**src/rtl/serial_sub_pkg.sv**
```systemverilog
// Shared definitions for the bit-serial subtractor: FSM state encodings and
// the counter-width helper.
package serial_sub_pkg;

  typedef enum logic [1:0] {
    IDLE = 2'd0,
    RUN  = 2'd1,
    DONE = 2'd2
  } state_t;

  // Bits needed to count 0..w without wrapping.
  function automatic int unsigned cnt_width(input int unsigned w);
    return $clog2(w + 1);
  endfunction

endpackage

```
**src/rtl/full_subtractor.sv**
```systemverilog
// Combinational 1-bit full subtractor: d = a - b - bin, bout = borrow out.
module full_subtractor (
  input  logic a,
  input  logic b,
  input  logic bin,
  output logic d,
  output logic bout
);

  assign d    = a ^ b ^ bin;
  assign bout = (~a & b) | (~(a ^ b) & bin);

endmodule

```
**src/rtl/serial_subtractor.sv**
```systemverilog
// Bit-serial subtractor: computes (a - b) mod 2^WIDTH one bit per clock,
// LSB first, reporting the final borrow.
// Optional feature: define SERIAL_SUB_OVF_EN to add the signed-overflow
// output ovf.
module serial_subtractor
  import serial_sub_pkg::*;
#(
  parameter int unsigned WIDTH = 8
) (
  input  logic             clk,
  input  logic             rst_n,
  input  logic             start,
  input  logic [WIDTH-1:0] a,
  input  logic [WIDTH-1:0] b,
  output logic             busy,
  output logic             done,
  output logic [WIDTH-1:0] diff,
  output logic             borrow_out
`ifdef SERIAL_SUB_OVF_EN
  ,
  output logic             ovf
`endif
);

  localparam int unsigned CW = cnt_width(WIDTH);

  state_t           state;
  logic [CW-1:0]    cnt;
  logic [WIDTH-1:0] sa;
  logic [WIDTH-1:0] sb;
  logic             brw;
  logic             d_bit;
  logic             bout_bit;

  full_subtractor u_fs (
    .a   (sa[0]),
    .b   (sb[0]),
    .bin (brw),
    .d   (d_bit),
    .bout(bout_bit)
  );

  // Control FSM, operand shifters and registered outputs.
  always_ff @(posedge clk or negedge rst_n) begin
    if (!rst_n) begin
      state      <= IDLE;
      cnt        <= '0;
      sa         <= '0;
      sb         <= '0;
      brw        <= 1'b0;
      busy       <= 1'b0;
      done       <= 1'b0;
      diff       <= '0;
      borrow_out <= 1'b0;
`ifdef SERIAL_SUB_OVF_EN
      ovf        <= 1'b0;
`endif
    end else begin
      unique case (state)
        IDLE: begin
          if (start) begin
            sa    <= a;
            sb    <= b;
            brw   <= 1'b0;
            cnt   <= '0;
            diff  <= '0;
            busy  <= 1'b1;
            state <= RUN;
          end
        end
        RUN: begin
          diff <= {d_bit, diff[WIDTH-1:1]};
          sa   <= sa >> 1;
          sb   <= sb >> 1;
          brw  <= bout_bit;
          cnt  <= cnt + CW'(1);
          if (cnt == CW'(WIDTH - 1)) begin
            borrow_out <= bout_bit;
`ifdef SERIAL_SUB_OVF_EN
            // On the last bit sa[0]/sb[0] are the operand MSBs and d_bit is
            // the result MSB.
            ovf        <= (sa[0] ^ sb[0]) & (sa[0] ^ d_bit);
`endif
            done       <= 1'b1;
            state      <= DONE;
          end
        end
        DONE: begin
          done  <= 1'b0;
          busy  <= 1'b0;
          state <= IDLE;
        end
        default: begin
          done  <= 1'b0;
          busy  <= 1'b0;
          state <= IDLE;
        end
      endcase
    end
  end

endmodule

```
**config.mk**
```make
export PLATFORM = sky130hd
export DESIGN_NAME = serial_subtractor
export DESIGN_NICKNAME = d
export VERILOG_FILES = /design/src/rtl/serial_sub_pkg.sv /design/src/rtl/full_subtractor.sv /design/src/rtl/serial_subtractor.sv
export SDC_FILE = /design/constraint.sdc
export NUM_CORES = 1
export LEC_CHECK = 0
export BUFFER_PORTS_ARGS = -buffer_cell sky130_fd_sc_hd__buf_4
export CAP_MARGIN = 10
export CORE_MARGIN = 5
export CORE_UTILIZATION = 57
export CTS_CLUSTER_SIZE = 24
export DETAILED_ROUTE_END_ITERATION = 10
export PLACE_DENSITY = 0.87
export REMOVE_ABC_BUFFERS = 1
export SYNTH_ARGS = -nofsm -noshare
export SYNTH_HDL_FRONTEND = slang
export SYNTH_SLANG_ARGS = --single-unit
```
**constraint.sdc**
```tcl
create_clock -name clk -period 3.1 [get_ports clk]
set_input_delay 0.93 -clock clk [delete_from_list [all_inputs] [get_ports clk]]
set_output_delay 0.93 -clock clk [all_outputs]
set_load 0.1 [all_outputs]
```
==> key figures, run 1 <==
Status
  • Status: finished clean

Clocking
  • CTS HTree Levels: 2
  • Clock sinks: 34
  • Clock-pin slew on the worst setup and hold paths: ~0.11 ns
  • CTS tree: built
  • Post-CTS sizing: 0
  • Total CTS buffers: 5
  • Worst-skew pair later-pin latency: around 0.35 ns
  • Post-CTS Hold Buffers: 0
  • Post-CTS Setup Bufs: 0
  • Root Driver: clkbuf_4
  • Clock Path Buffers: 2

Timing
  • Relative slew slack: 0.540
  • Fin Setup TNS: 0 ns
  • Endpoints failing setup: 0
  • Final count of pins violating max slew: 0
  • FMAX: 504 MHz
  • Worst slew pin tran: slightly below 0.7 ns
  • RSZ-0062 raised after global routing: false
  • Clock skew after layout: about 0.0076 ns
  • Tcrit/Tclk final: 0.640
  • Min Tclk post-route: 1.99 ns
  • Fin. Hold Viols: 0

Drt
  • Final WL: around 3100 µm
  • DR vias/cell: between 5 and 6
  • Routed Antenna Nets: 0
  • DR WL/cell: around 16 µm
  • Post-route DRC: 0
  • Iteration-0 DRC count of the detailed router: 64
  • Vias: around 1100
  • TritonRoute pass-1 iters: 4

Run
  • Max Cap Viol: 0

Finish
  • Layout cell share with drive strength beyond 1: 0.241
  • Final Util: 0.723
  • Fin area: between 0.0015 and 0.002 mm²
  • Diode count: 0
  • Fin cells: around 190
  • Area added between synthesis and finish: 22.6%
  • Fin nets: ~180
  • Most common cell after layout, fill and taps aside: dfrtp_1
  • Most frequent cells in the layout: 34 x dfrtp_1, 30 x buf_4, 17 x nand2_1, 17 x o21ai_0, 14 x a22oi_1

Setup path
  • Slowest CP cell: dfrtp_1
  • Family with the most delay on the worst path: flip-flops
  • CP Cell Sequence: buf_4
  • Critical path buffers and inverters: 1
  • Crit Reg-Reg Startpoint: state[0]
  • Crit path kind: reg -> out
  • CP max FO: 3
  • Crit path required time: between 2 and 2.5 ns
  • Crit path depth: 1
  • CP arrival: about 1.1 ns
  • Worst R2R Setup Slack: ~1.3 ns
  • Max incr delay on CP: 0.40 ns
  • Reg-to-Reg End: sa[3]
  • FF-to-FF path depth: 4
  • CP startpoint kind: flop
  • CP Capture Type: primary output

Floorplanning
  • Die ar.: 0.00365 mm²
  • Die H: approximately 60 µm
  • Core box area: 0.00245 mm²
  • Ports: 30
  • Die X: 60.4 µm
  • Initial Util: 0.590
  • Cell Rows: 18

Yosys
  • Synth top area share: 0.588
  • Avg Cell Area, Syn: ~11 µm²
  • Post-synthesis cell type count: 27
  • Syn Std Cell Area: around 0.0014 mm²
  • Seq cells post-synth: 34
  • Post-synth top area cell: dfrtp_1
  • Sequential area share after synthesis: 0.588
  • Largest cells by area after synthesis: dfrtp_1 59%, a22oi_1 7.3%, o21ai_0 5.9%
  • Top_reg_cell synth: dfrtp_1
  • Asr flop ratio synth: 1.00
  • Synth warn: 0
  • Number of synthesized flops with an enable pin: 0
  • Syn Inst Count: about 130

GRT
  • Total track usage: 0.195
  • Global route overflow: 0
  • Vias in the first global route: about 1100
  • First-pass GRT wire length: ~5000 µm
  • Initial antenna violation count: 0
  • Pin count of the biggest net entering global routing: 35

Placement
  • Placed cells: between 150 and 200
  • Final GP Congestion: approximately 0.77
  • DP HPWL: 2140 µm
  • Port buffer count: 29
  • Post-DP Area: about 0.0017 mm²

Hold path
  • Worst hold path depth: 2
  • Hold Startpoint: sb[6]
  • Sink of the worst hold path: sb[6]
  • Min-delay worst type: reg -> reg
[how the worst max path moves through the flow]
| stage | from | to | slack [ns] |
|---|---|---|---|
| 6_report | diff[7] | diff[7] | 1.11 |
| 3_5_place_dp | start | sa[3] | 1.01 |
| 4_1_cts | diff[7] | diff[7] | 1.10 |
| 3_3_place_gp | start | sb[3] | 1.13 |
| 2_1_floorplan | diff[1] | diff[1] | 1.26 |
| 5_1_grt | diff[7] | diff[7] | 1.07 |
[through the flow]
step           setup WS [ns]  hold WS [ns]
6_report                1.11         0.495
5_1_grt                 1.07         0.523
4_1_cts                 1.10         0.494
3_5_place_dp            1.01         0.472
3_3_place_gp            1.13         0.464
2_1_floorplan           1.26         0.450
[flip-flops by register name (all words and copies together) (netlist names)]
register	flops
diff	8
sa	8
sb	8
cnt	4
state	2
borrow_out	1
brw	1
busy	1
done	1
[layer usage]
metal | GRT usage | vias to the layer above | wire, µm
li1 | - | 530 | -
met1 | 0.238 | 547 | 1260
met2 | 0.323 | 41 | 1570
met3 | 0.0638 | 5 | 218
met4 | 0.0759 | 0 | 44
met5 | 0 | - | 0
[logic make-up after synthesis]
family | Yosys count | share of synthesized area
AO/OA/AOI/OAI | 49 | 0.232
adder cells (fa/ha/maj) | 2 | 0.0225
buffers and inverters | 14 | 0.0475
flip-flops | 34 | 0.588
multiplexers | 1 | 0.00691
AND/OR/NAND/NOR | 32 | 0.104
[synth_stat cells (all sizes together) (2+ instances only)]
library cell,n
dfrtp,34
nand2,17
o21ai,17
a22oi,14
a22o,9
buf,7
inv,6
nor2,5
a21oi,3
nor2b,3
and2b,2
[cell type report]
cell class	instances	area, µm²
Sequential cell	34	851
Fill cell	191	679
Timing Repair Buffer	30	225
Multi-Input combinational cell	84	528
Clock buffer	6	51.3
Clock inverter	2	60.1
Inverter	6	22.5
Tap cell	30	37.5
Power of run 1 is left out: the tool's default activity adds up to more than one toggle a clock period on the data nets, which glitch-free logic cannot reach.
==> run 2: changes to the inputs <==
Settings changed: CORE_UTILIZATION 57 to 53, PLACE_DENSITY 0.87 to 0.82.
Clock period 3.1 ns to 2.1 ns, I/O delays scaled along.
==> run 2 against run 1 <==
Effect of this change:
- via count fell by 0.62%
- count of clock-buffer cells in the layout rose by 2
- non-clock buffer count did not move
- worst setup slack got worse by 0.72 ns
==> key figures, run 2 (same netlist as run 1, synthesis figures left out) <==
Setup path
  • CP startpoint kind: flop
  • Crit path required time: around 2.4 ns
  • CP Cell Sequence: o21bai_2 > inv_1 > a31oi_1
  • CP Capture Type: flop
  • Slowest CP cell: dfrtp_1
  • Max incr delay on CP: about 0.74 ns
  • Family with the most delay on the worst path: flip-flops
  • CP max FO: 26
  • CP arrival: 1.96 ns
  • Crit path kind: reg -> reg
  • Critical path buffers and inverters: 1

Status
  • Status: finished clean

Timing
  • Tcrit/Tclk final: 0.813
  • Fin Setup TNS: 0 ns
  • Endpoints failing setup: 0
  • RSZ-0062 raised after global routing: false
  • Fin. Hold Viols: 0
  • Min Tclk post-route: between 1.5 and 2 ns
  • Clock skew after layout: between 0.007 and 0.008 ns
  • Worst slew pin tran: 0.967 ns
  • Relative slew slack: 0.355
  • Final count of pins violating max slew: 0
  • FMAX: between 500 and 600 MHz

Floorplanning
  • Die ar.: 0.00388 mm²
  • Ports: 30
  • Cell Rows: 19
  • Die X: between 60 and 70 µm
  • Initial Util: 0.539
  • Die H: around 62 µm
  • Core box area: 0.00269 mm²

GRT
  • First-pass GRT wire length: roughly 5200 µm
  • Vias in the first global route: ~1100
  • Global route overflow: 0
  • Total track usage: 0.171
  • Pin count of the biggest net entering global routing: 35
  • Initial antenna violation count: 0

Drt
  • Routed met2 length: between 1000 and 1500 µm
  • Post-route DRC: 0
  • Met3 wire len: a little over 200 µm
  • Vias: 1116
  • Final WL: ~3000 µm
  • TritonRoute pass-1 iters: 4
  • DR vias/cell: 5.78
  • DR WL/cell: 15.6 µm
  • Routed Antenna Nets: 0
  • WL met1: approximately 1300 µm
  • Iteration-0 DRC count of the detailed router: 40
  • DR top layer: met4

Hold path
  • Min-delay worst type: in -> async

Finish
  • Fin nets: 182
  • Fin area: about 0.0017 mm²
  • Most frequent cells in the layout: 34 x dfrtp_1, 30 x buf_4, 17 x nand2_1, 17 x o21ai_0, 14 x a22oi_1
  • Filler Cell Count: roughly 220
  • Diode count: 0
  • Area added between synthesis and finish: 20.5%
  • Most common cell after layout, fill and taps aside: dfrtp_1
  • Biggest regs: diff (8), sa (8), sb (8)
  • Layout cell share with drive strength beyond 1: 0.241

Clocking
  • CTS tree: built
  • Post-CTS Setup Bufs: 0
  • Clock sinks: 34
  • Clock-pin slew on the worst setup and hold paths: 0.10 ns
  • Root Driver: clkbuf_4
  • Worst-skew pair later-pin latency: 0.34 ns
  • Total CTS buffers: 5
  • CTS HTree Levels: 2
  • Clock Path Buffers: 2
  • Post-CTS sizing: 0
  • Post-CTS Hold Buffers: 0

Placement
  • DP HPWL: between 2000 and 2500 µm
  • Port buffer count: 29
  • Post-DP Area: roughly 0.0017 mm²
  • Final GP Congestion: ~0.76

Run
  • Max Cap Viol: 0
[run 2: changes by cell type in the layout (fill, tap and decap cells not counted)]
cell,change
bufinv_16,-2
clkbuf_8,+2
[run 2: final cells by class]
type | instances | area [µm²] | area share
sequential | 34 | 851 | 0.488
inverter | 6 | 22.5 | 0.0129
timing repair buffer | 30 | 225 | 0.129
tap | 31 | 38.8 | 0.0222
multi-input combinational | 84 | 528 | 0.303
clock buffer | 8 | 78.8 | 0.0452
[run 2: metrics by stage]
stage / hold WS (ns) / instances / utilization / setup slack [ns]
floorplan: 0.334 / 124 / - / 0.557
global placement: 0.466 / 185 / 0.620 / 0.192
detailed placement: 0.476 / 185 / 0.620 / 0.167
CTS: 0.220 / 193 / 0.649 / 0.405
global route: 0.220 / 193 / 0.649 / 0.243
finish: 0.209 / 193 / 0.649 / 0.393
[run 2: final timing paths]
check / startpoint / to / slack (ns) / cells past startpoint
setup / recovery: state[1] / cnt[3] / 0.39 / 3
hold / removal: rst_n / diff[5] / 0.21 / 1
setup reg to reg: state[1] / cnt[3] / 0.39 / 3
hold reg to reg: sb[4] / sb[4] / 0.49 / 2
max in group asynchronous: rst_n / diff[0] / 1.59 / 1
min in group clk: sb[4] / sb[4] / 0.49 / 2
[run 2: worst register-to-register path, delay by kind of cell (launching register included)]
family	cells	cell delay [ns]
compound gates	2	0.75
flops	1	0.74
buf+inv	1	0.14
[run 2: routing by layer]
layer	vias up	track usage
met5	-	0
met4	0	0.0796
met3	5	0.0667
met2	36	0.260
met1	542	0.214
li1	533	-
Power of run 2 is left out for the same reason.
